[src/rtl/pe_pkg.sv]
// -----------------------------------------------------------------------------
// pe_pkg -- shared definitions for the pe_mac_acc processing element.
//   * default operand / guard / counter widths
//   * accumulator width helper (AW = N + M + G)
//   * FSM state encoding
// No ports (package).
// -----------------------------------------------------------------------------
package pe_pkg;

  localparam int DEF_N  = 32;  // multiplicand width
  localparam int DEF_M  = 11;  // multiplier width
  localparam int DEF_G  = 8;   // accumulator guard bits
  localparam int DEF_CW = 16;  // beat counter / k_len width

  typedef enum logic [1:0] {
    ST_IDLE = 2'd0,
    ST_ACC  = 2'd1,
    ST_HOLD = 2'd2
  } pe_state_e;

  // Accumulator width: full product width plus guard bits.
  function automatic int acc_width(input int n, input int m, input int g);
    return n + m + g;
  endfunction

endpackage

[src/rtl/pe_mac_acc_if.sv]
// -----------------------------------------------------------------------------
// pe_mac_acc_if -- operand bus, dot-product control and result handshake of one
// processing element.
//   start/k_len          : dot-product request and beat count
//   in_valid/a_in/b_in   : operand pair from west/north neighbours
//   a_out/b_out/out_valid: operands forwarded east/south (one-cycle delay)
//   acc_out/acc_valid    : result, accepted by acc_ready
//   busy                 : element is in ACC or HOLD
// Modports: master (environment / neighbour side), slave (the PE).
// -----------------------------------------------------------------------------
interface pe_mac_acc_if #(
  parameter int N  = pe_pkg::DEF_N,
  parameter int M  = pe_pkg::DEF_M,
  parameter int G  = pe_pkg::DEF_G,
  parameter int CW = pe_pkg::DEF_CW
);
  localparam int AW = pe_pkg::acc_width(N, M, G);

  logic          start;
  logic [CW-1:0] k_len;
  logic          in_valid;
  logic [N-1:0]  a_in;
  logic [M-1:0]  b_in;
  logic [N-1:0]  a_out;
  logic [M-1:0]  b_out;
  logic          out_valid;
  logic [AW-1:0] acc_out;
  logic          acc_valid;
  logic          acc_ready;
  logic          busy;

  modport master (
    output start, k_len, in_valid, a_in, b_in, acc_ready,
    input  a_out, b_out, out_valid, acc_out, acc_valid, busy
  );

  modport slave (
    input  start, k_len, in_valid, a_in, b_in, acc_ready,
    output a_out, b_out, out_valid, acc_out, acc_valid, busy
  );

endinterface

[src/rtl/Array_MUL_USign.sv]
// -----------------------------------------------------------------------------
// Array_MUL_USign -- combinational unsigned array multiplier.
//   a_i : N-bit multiplicand
//   b_i : M-bit multiplier
//   p_o : (N+M)-bit product
// One partial-product row per multiplier bit, rows summed by a linear chain.
// -----------------------------------------------------------------------------
module Array_MUL_USign #(
  parameter int N = 32,
  parameter int M = 11
) (
  input  logic [N-1:0]   a_i,
  input  logic [M-1:0]   b_i,
  output logic [N+M-1:0] p_o
);

  localparam int PW = N + M;

  logic [PW-1:0] row [M];
  logic [PW-1:0] sum;

  // Partial product row gi: multiplicand gated by multiplier bit gi, weighted 2^gi.
  for (genvar gi = 0; gi < M; gi++) begin : g_row
    assign row[gi] = b_i[gi] ? (PW'(a_i) << gi) : '0;
  end

  always_comb begin
    sum = '0;
    for (int i = 0; i < M; i++) begin
      sum = sum + row[i];
    end
  end

  assign p_o = sum;

endmodule

[src/rtl/pe_mac_acc.sv]
// -----------------------------------------------------------------------------
// pe_mac_acc -- systolic-array processing element: forwards operands east/south
// with one cycle of latency and accumulates a k_len-beat dot product.
//   clk  : clock, all state on rising edge
//   rst  : synchronous active-high reset
//   bus  : pe_mac_acc_if.slave (control, operands, forwarded operands, result)
// FSM: IDLE -> (start) -> ACC -> (last beat) -> HOLD -> (acc_valid & acc_ready)
//      -> IDLE.  start with k_len == 0 goes straight to HOLD with a zero result.
// Build option: define PE_MAC_SAT_EN to saturate the accumulator at all-ones
// instead of wrapping modulo 2^AW.
// -----------------------------------------------------------------------------
module pe_mac_acc
  import pe_pkg::*;
#(
  parameter int N  = DEF_N,
  parameter int M  = DEF_M,
  parameter int G  = DEF_G,
  parameter int CW = DEF_CW
) (
  input  logic         clk,
  input  logic         rst,
  pe_mac_acc_if.slave  bus
);

  localparam int AW = acc_width(N, M, G);
  localparam int PW = N + M;

  pe_state_e     state_q, state_d;
  logic [CW-1:0] cnt_q, cnt_d;
  logic [AW-1:0] acc_q, acc_d;
  logic [AW-1:0] acc_sum;
  logic [PW-1:0] prod;

  logic [N-1:0]  a_out_q;
  logic [M-1:0]  b_out_q;
  logic          out_valid_q;

  Array_MUL_USign #(
    .N (N),
    .M (M)
  ) u_mul (
    .a_i (bus.a_in),
    .b_i (bus.b_in),
    .p_o (prod)
  );

`ifdef PE_MAC_SAT_EN
  // One extra bit captures the carry-out; once clamped, every further add
  // of a non-zero product carries again, so the value sticks at all-ones.
  logic [AW:0] sum_wide;
  assign sum_wide = {1'b0, acc_q} + {1'b0, AW'(prod)};
  assign acc_sum  = sum_wide[AW] ? {AW{1'b1}} : sum_wide[AW-1:0];
`else
  assign acc_sum = acc_q + AW'(prod);
`endif

  // Next-state, counter and accumulator logic.
  always_comb begin
    state_d = state_q;
    cnt_d   = cnt_q;
    acc_d   = acc_q;
    unique case (state_q)
      ST_IDLE: begin
        if (bus.start) begin
          acc_d = '0;
          if (bus.k_len != '0) begin
            cnt_d   = bus.k_len;
            state_d = ST_ACC;
          end else begin
            state_d = ST_HOLD;
          end
        end
      end
      ST_ACC: begin
        if (bus.in_valid) begin
          acc_d = acc_sum;
          cnt_d = cnt_q - CW'(1);
          if (cnt_q == CW'(1)) begin
            state_d = ST_HOLD;
          end
        end
      end
      ST_HOLD: begin
        // acc_valid is implied by HOLD, so acc_ready alone completes the handshake.
        if (bus.acc_ready) begin
          state_d = ST_IDLE;
        end
      end
      default: state_d = ST_IDLE;
    endcase
  end

  always_ff @(posedge clk) begin
    if (rst) begin
      state_q <= ST_IDLE;
      cnt_q   <= '0;
      acc_q   <= '0;
    end else begin
      state_q <= state_d;
      cnt_q   <= cnt_d;
      acc_q   <= acc_d;
    end
  end

  // Neighbour pass-through, independent of the FSM.
  always_ff @(posedge clk) begin
    if (rst) begin
      a_out_q     <= '0;
      b_out_q     <= '0;
      out_valid_q <= 1'b0;
    end else begin
      a_out_q     <= bus.a_in;
      b_out_q     <= bus.b_in;
      out_valid_q <= bus.in_valid;
    end
  end

  assign bus.a_out     = a_out_q;
  assign bus.b_out     = b_out_q;
  assign bus.out_valid = out_valid_q;
  assign bus.acc_out   = acc_q;
  assign bus.acc_valid = (state_q == ST_HOLD);
  assign bus.busy      = (state_q != ST_IDLE);

endmodule

[src/flat_wrapper.sv]
// flat-port wrapper written by rule: the top's interface ports become plain ports
module pe_mac_acc_flat import pe_pkg::*;
#(
  parameter int N  = DEF_N,
  parameter int M  = DEF_M,
  parameter int G  = DEF_G,
  parameter int CW = DEF_CW
)
  (clk, rst, bus_start, bus_k_len, bus_in_valid, bus_a_in, bus_b_in, bus_acc_ready, bus_a_out, bus_b_out, bus_out_valid, bus_acc_out, bus_acc_valid, bus_busy);
  pe_mac_acc_if #(.N(N), .M(M), .G(G), .CW(CW)) bus_i ();
  input  logic clk;
  input  logic rst;
  input wire logic [$bits(bus_i.start)-1:0] bus_start;
  input wire logic [$bits(bus_i.k_len)-1:0] bus_k_len;
  input wire logic [$bits(bus_i.in_valid)-1:0] bus_in_valid;
  input wire logic [$bits(bus_i.a_in)-1:0] bus_a_in;
  input wire logic [$bits(bus_i.b_in)-1:0] bus_b_in;
  input wire logic [$bits(bus_i.acc_ready)-1:0] bus_acc_ready;
  output wire logic [$bits(bus_i.a_out)-1:0] bus_a_out;
  output wire logic [$bits(bus_i.b_out)-1:0] bus_b_out;
  output wire logic [$bits(bus_i.out_valid)-1:0] bus_out_valid;
  output wire logic [$bits(bus_i.acc_out)-1:0] bus_acc_out;
  output wire logic [$bits(bus_i.acc_valid)-1:0] bus_acc_valid;
  output wire logic [$bits(bus_i.busy)-1:0] bus_busy;
  assign bus_i.start = bus_start;
  assign bus_i.k_len = bus_k_len;
  assign bus_i.in_valid = bus_in_valid;
  assign bus_i.a_in = bus_a_in;
  assign bus_i.b_in = bus_b_in;
  assign bus_i.acc_ready = bus_acc_ready;
  assign bus_a_out = bus_i.a_out;
  assign bus_b_out = bus_i.b_out;
  assign bus_out_valid = bus_i.out_valid;
  assign bus_acc_out = bus_i.acc_out;
  assign bus_acc_valid = bus_i.acc_valid;
  assign bus_busy = bus_i.busy;
  pe_mac_acc #(.N(N), .M(M), .G(G), .CW(CW)) u_core (.clk(clk), .rst(rst), .bus(bus_i));
endmodule
[config.mk]
export PLATFORM = sky130hd
export DESIGN_NAME = pe_mac_acc_flat
export DESIGN_NICKNAME = d
export VERILOG_FILES = /design/src/rtl/pe_pkg.sv /design/src/rtl/pe_mac_acc_if.sv /design/src/rtl/Array_MUL_USign.sv /design/src/rtl/pe_mac_acc.sv /design/src/flat_wrapper.sv
export SDC_FILE = /design/constraint.sdc
export NUM_CORES = 1
export LEC_CHECK = 0
export BUFFER_PORTS_ARGS = -buffer_cell sky130_fd_sc_hd__buf_2
export CAP_MARGIN = 30
export CORE_UTILIZATION = 40
export CTS_CLUSTER_SIZE = 28
export DETAILED_ROUTE_END_ITERATION = 16
export GPL_TIMING_DRIVEN = 0
export SLEW_MARGIN = 30
export SYNTH_ARGS = -nofsm -noshare
export SYNTH_HDL_FRONTEND = slang
export SYNTH_SLANG_ARGS = --single-unit
[constraint.sdc]
create_clock -name clk -period 10.9 [get_ports clk]
set_clock_uncertainty 0.05 [all_clocks]
set_input_delay 0.545 -clock clk [delete_from_list [all_inputs] [get_ports clk]]
set_output_delay 0.545 -clock clk [all_outputs]
set_load 0.05 [all_outputs]
==> results of run 1 <==
cells by family after synthesis:
| kind of cell | count (synthesis) |
|---|---|
| and+or+nand+nor | 752 |
| AOI/OAI and AO/OA | 436 |
| xor gates and xnor gates | 99 |
| muxes | 3 |
| buffers and inverters | 502 |
| adders and majority gates | 396 |
| DFF | 113 |
final cells by class:
class / count / share of cell area [%]
diodes: 1 / 0.0119
flip-flops and latches: 113 / 10.8
clock buffers: 19 / 2.11
plain buffers: 110 / 2.31
repair buffers: 165 / 4.00
well taps: 600 / 3.58
clock inverters: 13 / 0.997
multi-input cells: 1686 / 69.2
inverters: 389 / 6.96
registers in the layout, indices dropped and copies added (netlist names):
name and flops:
u_core.cnt_q 16, u_core.bus.b_out 11, u_core.bus.out_valid 1, u_core.state_q 2, u_core.bus.a_out 32, u_core.bus.acc_out 51
cells in the mapped netlist (3+ instances only):
| library cell | instances |
|---|---|
| or3_1 | 7 |
| nand3_1 | 21 |
| buf_1 | 4 |
| nor3b_1 | 3 |
| a221oi_1 | 5 |
| ha_1 | 151 |
| nand4_1 | 19 |
| nor2b_1 | 57 |
| clkbuf_1 | 97 |
| mux2i_1 | 3 |
| a22oi_1 | 27 |
| o21bai_1 | 19 |
| or2_2 | 3 |
| xor2_1 | 28 |
| nand2_1 | 244 |
| a211o_1 | 4 |
| a211oi_1 | 12 |
| fa_1 | 245 |
| o31ai_1 | 9 |
| o211ai_1 | 5 |
| inv_1 | 389 |
| a22o_1 | 10 |
| o21ai_0 | 75 |
| and4_1 | 5 |
| nor4_1 | 11 |
| a21boi_0 | 3 |
| nor3_1 | 17 |
| nor2_1 | 101 |
| and2_1 | 224 |
| nand2b_1 | 17 |
| o22ai_1 | 6 |
| clkbuf_8 | 3 |
| a221o_1 | 5 |
| and3_1 | 6 |
| a31oi_1 | 16 |
| a21o_1 | 57 |
| a21oi_1 | 134 |
| a41oi_1 | 4 |
| o21ai_1 | 5 |
| xnor2_1 | 71 |
| o21a_1 | 10 |
| dfxtp_1 | 113 |
timing repair:
action	in CTS	in global routing
gates resized for setup	6	23
endpoints found under the setup margin	13	15
buffers inserted	0	5
pin swaps	1	7
cloned	0	0
final timing paths:
| path | start | endpoint | slack, ns | cells past startpoint |
|---|---|---|---|---|
| setup / recovery | bus_b_in[1] | u_core.bus.acc_out[44]$_SDFFE_PP0P_ | 0.52 | 41 |
| setup reg to reg | u_core.bus.acc_out[0]$_SDFFE_PP0P_ | u_core.bus.acc_out[50]$_SDFFE_PP0P_ | 7.11 | 13 |
| hold / removal | bus_a_in[2] | u_core.bus.a_out[2]$_SDFF_PP0_ | 0.26 | 2 |
| hold reg to reg | u_core.bus.acc_out[50]$_SDFFE_PP0P_ | u_core.bus.acc_out[50]$_SDFFE_PP0P_ | 0.42 | 2 |
cells in the final DEF, fill, tap and decap left out, types with 19 or more instances in the layout:
master and instances:
nand4_1 19, dfxtp_1 113, clkbuf_1 90, nor2_1 101, a22oi_1 27, nor2b_1 57, xnor2_1 71, nand2_1 244
inv_1 389, buf_2 163, a21oi_1 134, ha_1 151, xor2_1 28, a21o_1 57, o21bai_1 19, fa_1 245
and2_1 224, o21ai_0 72, nand3_1 21
layer usage:
layer / up-vias / global-route usage (%)
met5: - / 0
met3: 57 / 4.38
met1: 8036 / 30.0
li1: 7746 / -
met2: 342 / 39.2
met4: 0 / 7.13
stage by stage:
step	area [um2]	util [%]	cells	setup TNS, ns
after floorplan	18600	-	2301	0
final	21000	45.9	3096	0
after CTS	20900	45.7	3093	0
after global routing	21000	45.9	3095	-0.0426
after detailed placement	20200	44.2	3061	-9.72
after global placement	20200	44.2	3061	-8.92
==> metrics.md, run 1 <==
| Metric | Value |
|---|---|
| Fin crit share | `95.2%` |
| Die width | `218 um` |
| Met2 WL post-DR | `25700 um` |
| Predominant post-synthesis flop cell | `dfxtp_1` |
| Async SR Flop Fraction | `0%` |
| Die Span Y | `218 um` |
| Status | `complete, no violations` |
| Initial antenna violation count | `1` |
| Post-synthesis xor/xnor area fraction | `4.65%` |
| Clk_lat worst skew | `0.49 ns` |
| WL/cell | `17.2 um` |
| Main combinational cell family by area after synthesis | `adder cells` |
| Total number of yosys warnings | `0` |
| Biggest cell delay along the critical path | `0.59 ns` |
| Fillers | `4649` |
| Nets@finish | `2942` |
| CP endpoint kind | `flop` |
| Crit path max-delay family | `adder cells` |
| Largest cells by area after synthesis | `fa_1, dfxtp_1, ha_1, inv_1, and2_1` |
| Worst path arrival time | `10.74 ns` |
| Synth unique cells | `85` |
| GR Overflow Total | `0` |
| Storage cell area | `2260 um2` |
| Dpl ws | `-0.958 ns` |
| Final setup vio count | `0` |
| Worst-margin pin slew | `0.868 ns` |
| Slew Limit Headroom | `42.1%` |
| Worst setup margin | `0.521 ns` |
| Post-synthesis compound-gate area fraction | `15.4%` |
| Multiplexer share of the synthesized area | `0.161%` |
| Root buffer cell | `clkbuf_16` |
| DRC | `0` |
| Fin. Hold Viols | `0` |
| Min-delay worst type | `primary input to flop` |
| CP startpoint kind | `primary input` |
| H-tree depth | `4` |
| Vias in the first global route | `16.3k` |
| Post-synth EDFFs | `0` |
| Max-slew violation count | `0` |
| Crit path top cell by count | `fa_1` |
| Initial DRC count | `961` |
| Cell taking the most area after synthesis | `fa_1` |
| Synthesized area per cell | `8.10 um2` |
| Drt total wl | `53200 um` |
| Top-Level Pins | `161` |
| Global-route usage over all layers | `23.3%` |
| Core Region | `45700 um2` |
| Final HPWL DP | `43800 um` |
| Vias | `16.2k` |
| Num CTS Buffers | `17` |
| Synth Area in Adders | `36.5%` |
| Post-synthesis sequential area ratio | `12.1%` |
| Data required time at the worst endpoint | `11.26 ns` |
| Area grow syn2layout | `12.5%` |
| First-pass GRT wire length | `85300 um` |
| Synth Instances | `2301` |
| Layout cell share with drive strength beyond 1 | `10.2%` |
| CP bufs+invs | `8` |
| Multi-input gate area | `14500 um2` |
| Synth Area in Simple Gates | `20.7%` |
| Fmax | `96.3 MHz` |
| CP Max Fanout | `10` |
| I/O Buffers | `160` |
| Register bit count reported by yosys | `113` |
| Setup CP Type | `primary input to flop` |
| Clk sinks | `113` |
| Initial core utilization | `40.8%` |
| Synthesized cell area | `18600 um2` |
| Fin crit period | `10.38 ns` |
| Hold buffer count at CTS | `0` |
| Die area | `47500 um2` |
| Routed Antenna Nets | `0` |
| Met1 wire length | `23800 um` |
| Via density | `5.23` |
| CTS tree | `done` |
| Clk slew on worst S/H paths | `0.06 ns` |
| Max-cap viol count | `0` |
| RePlAce Congestion | `0.903` |
| Met3 wire length | `2530 um` |
| Final hold slack | `0.261 ns` |
| Pre-Repair DR Iteration Count | `5` |
| Maximum clock insertion buffer count | `2` |
| Post-Syn Nets | `2761` |
| Area fraction of the dominant cell type after synthesis | `26.3%` |
| Largest net degree at the start of global routing | `17` |
| Rows | `78` |
| Worst path slowest cell | `clkdlybuf4s50_2` |
| Top Metal Used | `met4` |
Power of run 1 is not shown: default switching activity piles up to over one toggle a cycle in this logic, so the estimate is an artifact.
==> inputs of run 2 (changes only) <==
- RECOVER_POWER: default -> 50
==> metrics.md, run 2 (synthesis gave the netlist of run 1 again) <==
| Metric | Value |
|---|---|
| Status | `complete, no violations` |
| GR Util met2 | `39.2% (unchanged)` |
| Leading cell types in the layout, fill and taps excluded | `inv_1, fa_1, nand2_1, and2_1, clkbuf_1` |
| Worst-margin pin slew | `0.899 ns (+0.0312 ns)` |
| Root buffer cell | `clkbuf_16` |
| Max-cap viol count | `0 (unchanged)` |
| Clk_lat worst skew | `0.49 ns (about the same)` |
| DRC | `0 (unchanged)` |
| Setup CP Type | `primary input to flop` |
| Die Span Y | `218 um (unchanged)` |
| Biggest cell delay along the critical path | `0.59 ns (about the same)` |
| Clk slew on worst S/H paths | `0.06 ns (about the same)` |
| Met1 usage | `30.0% (unchanged)` |
| Top-Level Pins | `161 (unchanged)` |
| Nets@finish | `2942 (unchanged)` |
| Max-slew violation count | `0 (unchanged)` |
| Worst path slowest cell | `clkdlybuf4s50_2` |
| Placed Instances | `3061 (unchanged)` |
| Die area | `47500 um2 (unchanged)` |
| Global-route usage over all layers | `23.3% (unchanged)` |
| Worst path arrival time | `10.74 ns (about the same)` |
| Maximum clock insertion buffer count | `2 (unchanged)` |
| Routed Antenna Nets | `0 (unchanged)` |
| GR Overflow Total | `0 (unchanged)` |
| Final setup vio count | `0 (unchanged)` |
| Crit path top cell by count | `fa_1` |
| Fin. Hold Viols | `0 (unchanged)` |
| Fin crit share | `95.2% (about the same)` |
| Area grow syn2layout | `12.1%` |
| Initial antenna violation count | `1 (unchanged)` |
| Clk sinks | `113 (unchanged)` |
| Num CTS Buffers | `17 (unchanged)` |
| Hold buffer count at CTS | `0 (unchanged)` |
| Slew Limit Headroom | `40.0% (-2.1 points)` |
| Layout cell share with drive strength beyond 1 | `7.66% (-2.5 points)` |
| GRT busiest layer | `met2` |
| Core Region | `45700 um2 (unchanged)` |
| Fmax | `96.4 MHz (about the same)` |
| CP Max Fanout | `10 (unchanged)` |
| I/O Buffers | `160 (unchanged)` |
| Final std cells w/o fill | `3096 (unchanged)` |
| Final HPWL DP | `43800 um (unchanged)` |
| Drt total wl | `53300 um (about the same)` |
| Die width | `218 um (unchanged)` |
| Leading cell type in the layout, fill and taps excluded | `inv_1` |
| Vias | `16.2k (+0.0062%)` |
| Initial core utilization | `40.8% (unchanged)` |
| Met3 Resource Use GR | `4.38% (unchanged)` |
| Pre-Repair DR Iteration Count | `5 (unchanged)` |
| CP endpoint kind | `flop` |
| Initial DRC count | `948 (-1.4%)` |
| CP startpoint kind | `primary input` |
| CTS tree | `done` |
| Fillers | `4676 (+0.58%)` |
| Fin crit period | `10.38 ns (-0.00200 ns)` |
| Vias in the first global route | `16.3k (unchanged)` |
| First-pass GRT wire length | `85300 um (unchanged)` |
| RePlAce Congestion | `0.903 (unchanged)` |
| Via density | `5.23 (about the same)` |
| H-tree depth | `4 (unchanged)` |
| Largest net degree at the start of global routing | `17 (unchanged)` |
| Data required time at the worst endpoint | `11.26 ns (about the same)` |
| Rows | `78 (unchanged)` |
| Min-delay worst type | `primary input to flop` |
| Flop2flop setup slack | `7.14 ns (+0.03 ns)` |
| Max reg flops | `51 (unchanged)` |
| WL/cell | `17.2 um (about the same)` |
==> run 2: changes by cell type in the layout (fill, tap and decap cells not counted) <==
cell	before	now
buf_6	2	1
buf_2	163	101
clkbuf_1	90	153
==> run 2: worst paths after layout <==
path                                    endpoint                                start  cells past startpoint
min               u_core.bus.a_out[2]$_SDFF_PP0_                          bus_a_in[2]                      2
max reg2reg  u_core.bus.acc_out[50]$_SDFFE_PP0P_   u_core.bus.acc_out[0]$_SDFFE_PP0P_                     13
max          u_core.bus.acc_out[44]$_SDFFE_PP0P_                          bus_b_in[1]                     41
min reg2reg  u_core.bus.acc_out[50]$_SDFFE_PP0P_  u_core.bus.acc_out[50]$_SDFFE_PP0P_                      2
==> run 2: metal layers <==
layer,up-vias,routed length [um]
li1,7742,-
met1,8038,23900
met2,345,25700
met3,57,2460
met4,0,1200
met5,-,0
==> run 2: critical path: cells and delay by family <==
kind            cells  cell delay, ns
fa+ha+maj           9            3.94
buf+inv             8            1.25
simple gates        8            1.73
xor+xnor            2            0.32
compound gates     14            2.93
==> run 2: timing repair <==
item                       CTS  global route
resized for setup            6            23
setup endpoints to repair   13            15
setup buffers                0             5
pin swaps                    1             7
==> run 2: metrics by stage <==
step	worst slack (ns)	TNS (ns)	instance area [um2]	hold slack, ns	util [%]
floorplan	0.984	0	18600	0.410	-
detailed placement	-0.958	-9.72	20200	0.414	44.2
global placement	-0.867	-8.92	20200	0.406	44.2
CTS	0.00338	0	20900	0.203	45.7
global route	-0.0334	-0.0426	20900	0.245	45.7
finish	0.523	0	20900	0.262	45.7
==> run 2: final cells by class <==
class	count	area (um2)	share of cell area [%]
Multi-Input combinational cell	1686	14500	69.5
Sequential cell	113	2260	10.8
Inverter	389	1460	6.99
Timing Repair Buffer	165	761	3.64
Tap cell	600	751	3.60
Buffer	110	477	2.28
Clock buffer	19	443	2.12
Clock inverter	13	209	1.00
Antenna cell	1	2.50	0.0120
Power of run 2 is left out for the same reason.
==> inputs of run 3 (changes only) <==
- CELL_PAD_IN_SITES_DETAIL_PLACEMENT: default -> 1
- CELL_PAD_IN_SITES_GLOBAL_PLACEMENT: default -> 2
- CORE_UTILIZATION: 40 -> 38
- PLACE_DENSITY_LB_ADDON: default -> 0.1
==> metrics.md, run 3 (synthesis gave the netlist of run 1 again) <==
| Metric | Value |
|---|---|
| CP startpoint kind | `primary input` |
| Initial DRC count | `627 (-34%)` |
| CTS tree | `done` |
| Nets@finish | `2941 (-0.034%)` |
| Worst setup margin | `0.451 ns (-0.0715 ns)` |
| Initial antenna violation count | `1 (unchanged)` |
| WL/cell | `19.2 um (+12%)` |
| Top-Level Pins | `161 (unchanged)` |
| Routed Antenna Nets | `0 (unchanged)` |
| Vias in the first global route | `17.5k (+7.6%)` |
| I/O Buffers | `160 (unchanged)` |
| Max-cap viol count | `0 (unchanged)` |
| CP endpoint kind | `flop` |
| # diodes | `0 (-1)` |
| Root buffer cell | `clkbuf_16` |
| Layout cell share with drive strength beyond 1 | `7.78% (+0.12 points)` |
| Initial core utilization | `38.8% (-2.0 points)` |
| Die width | `223 um (+2.6%)` |
| Pre-Repair DR Iteration Count | `6 (+1)` |
| Drt total wl | `59700 um (+12%)` |
| Final HPWL DP | `49400 um (+13%)` |
| CP Max Fanout | `10 (unchanged)` |
| Area post-placement | `20200 um2 (about the same)` |
| Core Region | `48000 um2 (+5.2%)` |
| Area grow syn2layout | `11.9%` |
| Fmax | `95.7 MHz (-0.68%)` |
| Die Span Y | `223 um (+2.6%)` |
| Fin crit period | `10.45 ns (+0.0715 ns)` |
| Dpl ws | `-1.38 ns (-0.420 ns)` |
| Rows | `80 (+2.6%)` |
| Setup crit start | `bus_b_in[1]` |
| Clk sinks | `113 (unchanged)` |
| Clk slew on worst S/H paths | `0.06 ns (about the same)` |
| Global-route usage over all layers | `24.8% (+1.6 points)` |
| Status | `complete, no violations` |
| GR Overflow Total | `0 (unchanged)` |
| H-tree depth | `4 (unchanged)` |
| Min-delay worst type | `primary input to flop` |
| Setup CP Type | `primary input to flop` |
| Fin. Hold Viols | `0 (unchanged)` |
| Fin crit share | `95.9% (+0.66 points)` |
| Final Cell Area | `20800 um2 (-0.18%)` |
| Crit path top cell by count | `fa_1` |
| Max-slew violation count | `0 (unchanged)` |
| Maximum clock insertion buffer count | `2 (unchanged)` |
| Clk_lat worst skew | `0.49 ns (about the same)` |
| Vias | `16.3k (+1.0%)` |
| Hold_sp | `bus_a_in[0]` |
| Biggest cell delay along the critical path | `0.59 ns (about the same)` |
| Final setup vio count | `0 (unchanged)` |
| Worst path slowest cell | `clkdlybuf4s50_2` |
| Slew Limit Headroom | `32.8% (-7.3 points)` |
| CP bufs+invs | `10 (+2)` |
| Setup tns final | `0 ns (unchanged)` |
| Leading cell type in the layout, fill and taps excluded | `inv_1` |
| RePlAce Congestion | `0.866 (-4.2%)` |
| First-pass GRT wire length | `95600 um (+12%)` |
| DRC | `0 (unchanged)` |
| Num CTS Buffers | `17 (unchanged)` |
| Worst path arrival time | `10.81 ns (+0.07 ns)` |
| Data required time at the worst endpoint | `11.26 ns (about the same)` |
| Max reg flops | `51 (unchanged)` |
| Via density | `5.26 (+0.61%)` |
| Hold buffer count at CTS | `0 (unchanged)` |
| Worst-margin pin slew | `1.01 ns (+0.109 ns)` |
| Leading cell types in the layout, fill and taps excluded | `inv_1, fa_1, nand2_1, and2_1, ha_1` |
| Crit path max-delay family | `adder cells` |
| Die area | `49900 um2 (+5.2%)` |
| Final hold slack | `0.255 ns (-0.00631 ns)` |
| R2R Path Start | `u_core.bus.acc_out[0]$_SDFFE_PP0P_` |
| Largest net degree at the start of global routing | `17 (unchanged)` |
-- run 3: cell types whose count changed in the layout (fill, tap and decap cells not counted), moves of 2 or more --
cell / previous run / this run
clkinv_4: 2 / 4
clkbuf_4: 0 / 2
buf_4: 7 / 9
o21ai_1: 7 / 9
bufinv_16: 5 / 3
clkbuf_1: 153 / 150
-- run 3: worst paths after layout --
| kind | end | slack (ns) | depth (start not counted) |
|---|---|---|---|
| max | u_core.bus.acc_out[48]$_SDFFE_PP0P_ | 0.45 | 43 |
| min | u_core.bus.a_out[0]$_SDFF_PP0_ | 0.26 | 2 |
| max reg2reg | u_core.bus.acc_out[50]$_SDFFE_PP0P_ | 7.01 | 13 |
| min reg2reg | u_core.bus.acc_out[50]$_SDFFE_PP0P_ | 0.43 | 2 |
-- run 3: metrics by stage --
step	std cells	util, %
2_1_floorplan	2301	-
3_3_place_gp	3076	42.1
6_report	3109	43.4
5_1_grt	3109	43.4
4_1_cts	3109	43.4
3_5_place_dp	3076	42.1
-- run 3: cell type report --
type | count | area, um2
clock inverters | 12 | 159
fillers | 5919 | 27200
flip-flops and latches | 113 | 2260
multi-input cells | 1686 | 14500
inverters | 389 | 1460
clock buffers | 20 | 447
plain buffers | 107 | 472
well taps | 615 | 769
repair buffers | 167 | 777
-- run 3: repair_timing --
item                                   in CTS  in global routing
pin swaps                                   1                  6
resized for setup                          12                 18
endpoints found under the hold margin       0                  0
setup endpoints to repair                  16                 20
buffers inserted                            2                  5
-- run 3: layer usage --
layer / vias to the layer above / part of all wire [%] / track usage (%)
met3: 41 / 2.7 / 3.33
met4: 0 / 1.2 / 5.59
li1: 7729 / - / -
met2: 206 / 51 / 43.1
met5: - / 0 / 0
met1: 8373 / 46 / 32.7
Power of run 3 is left out for the same reason.
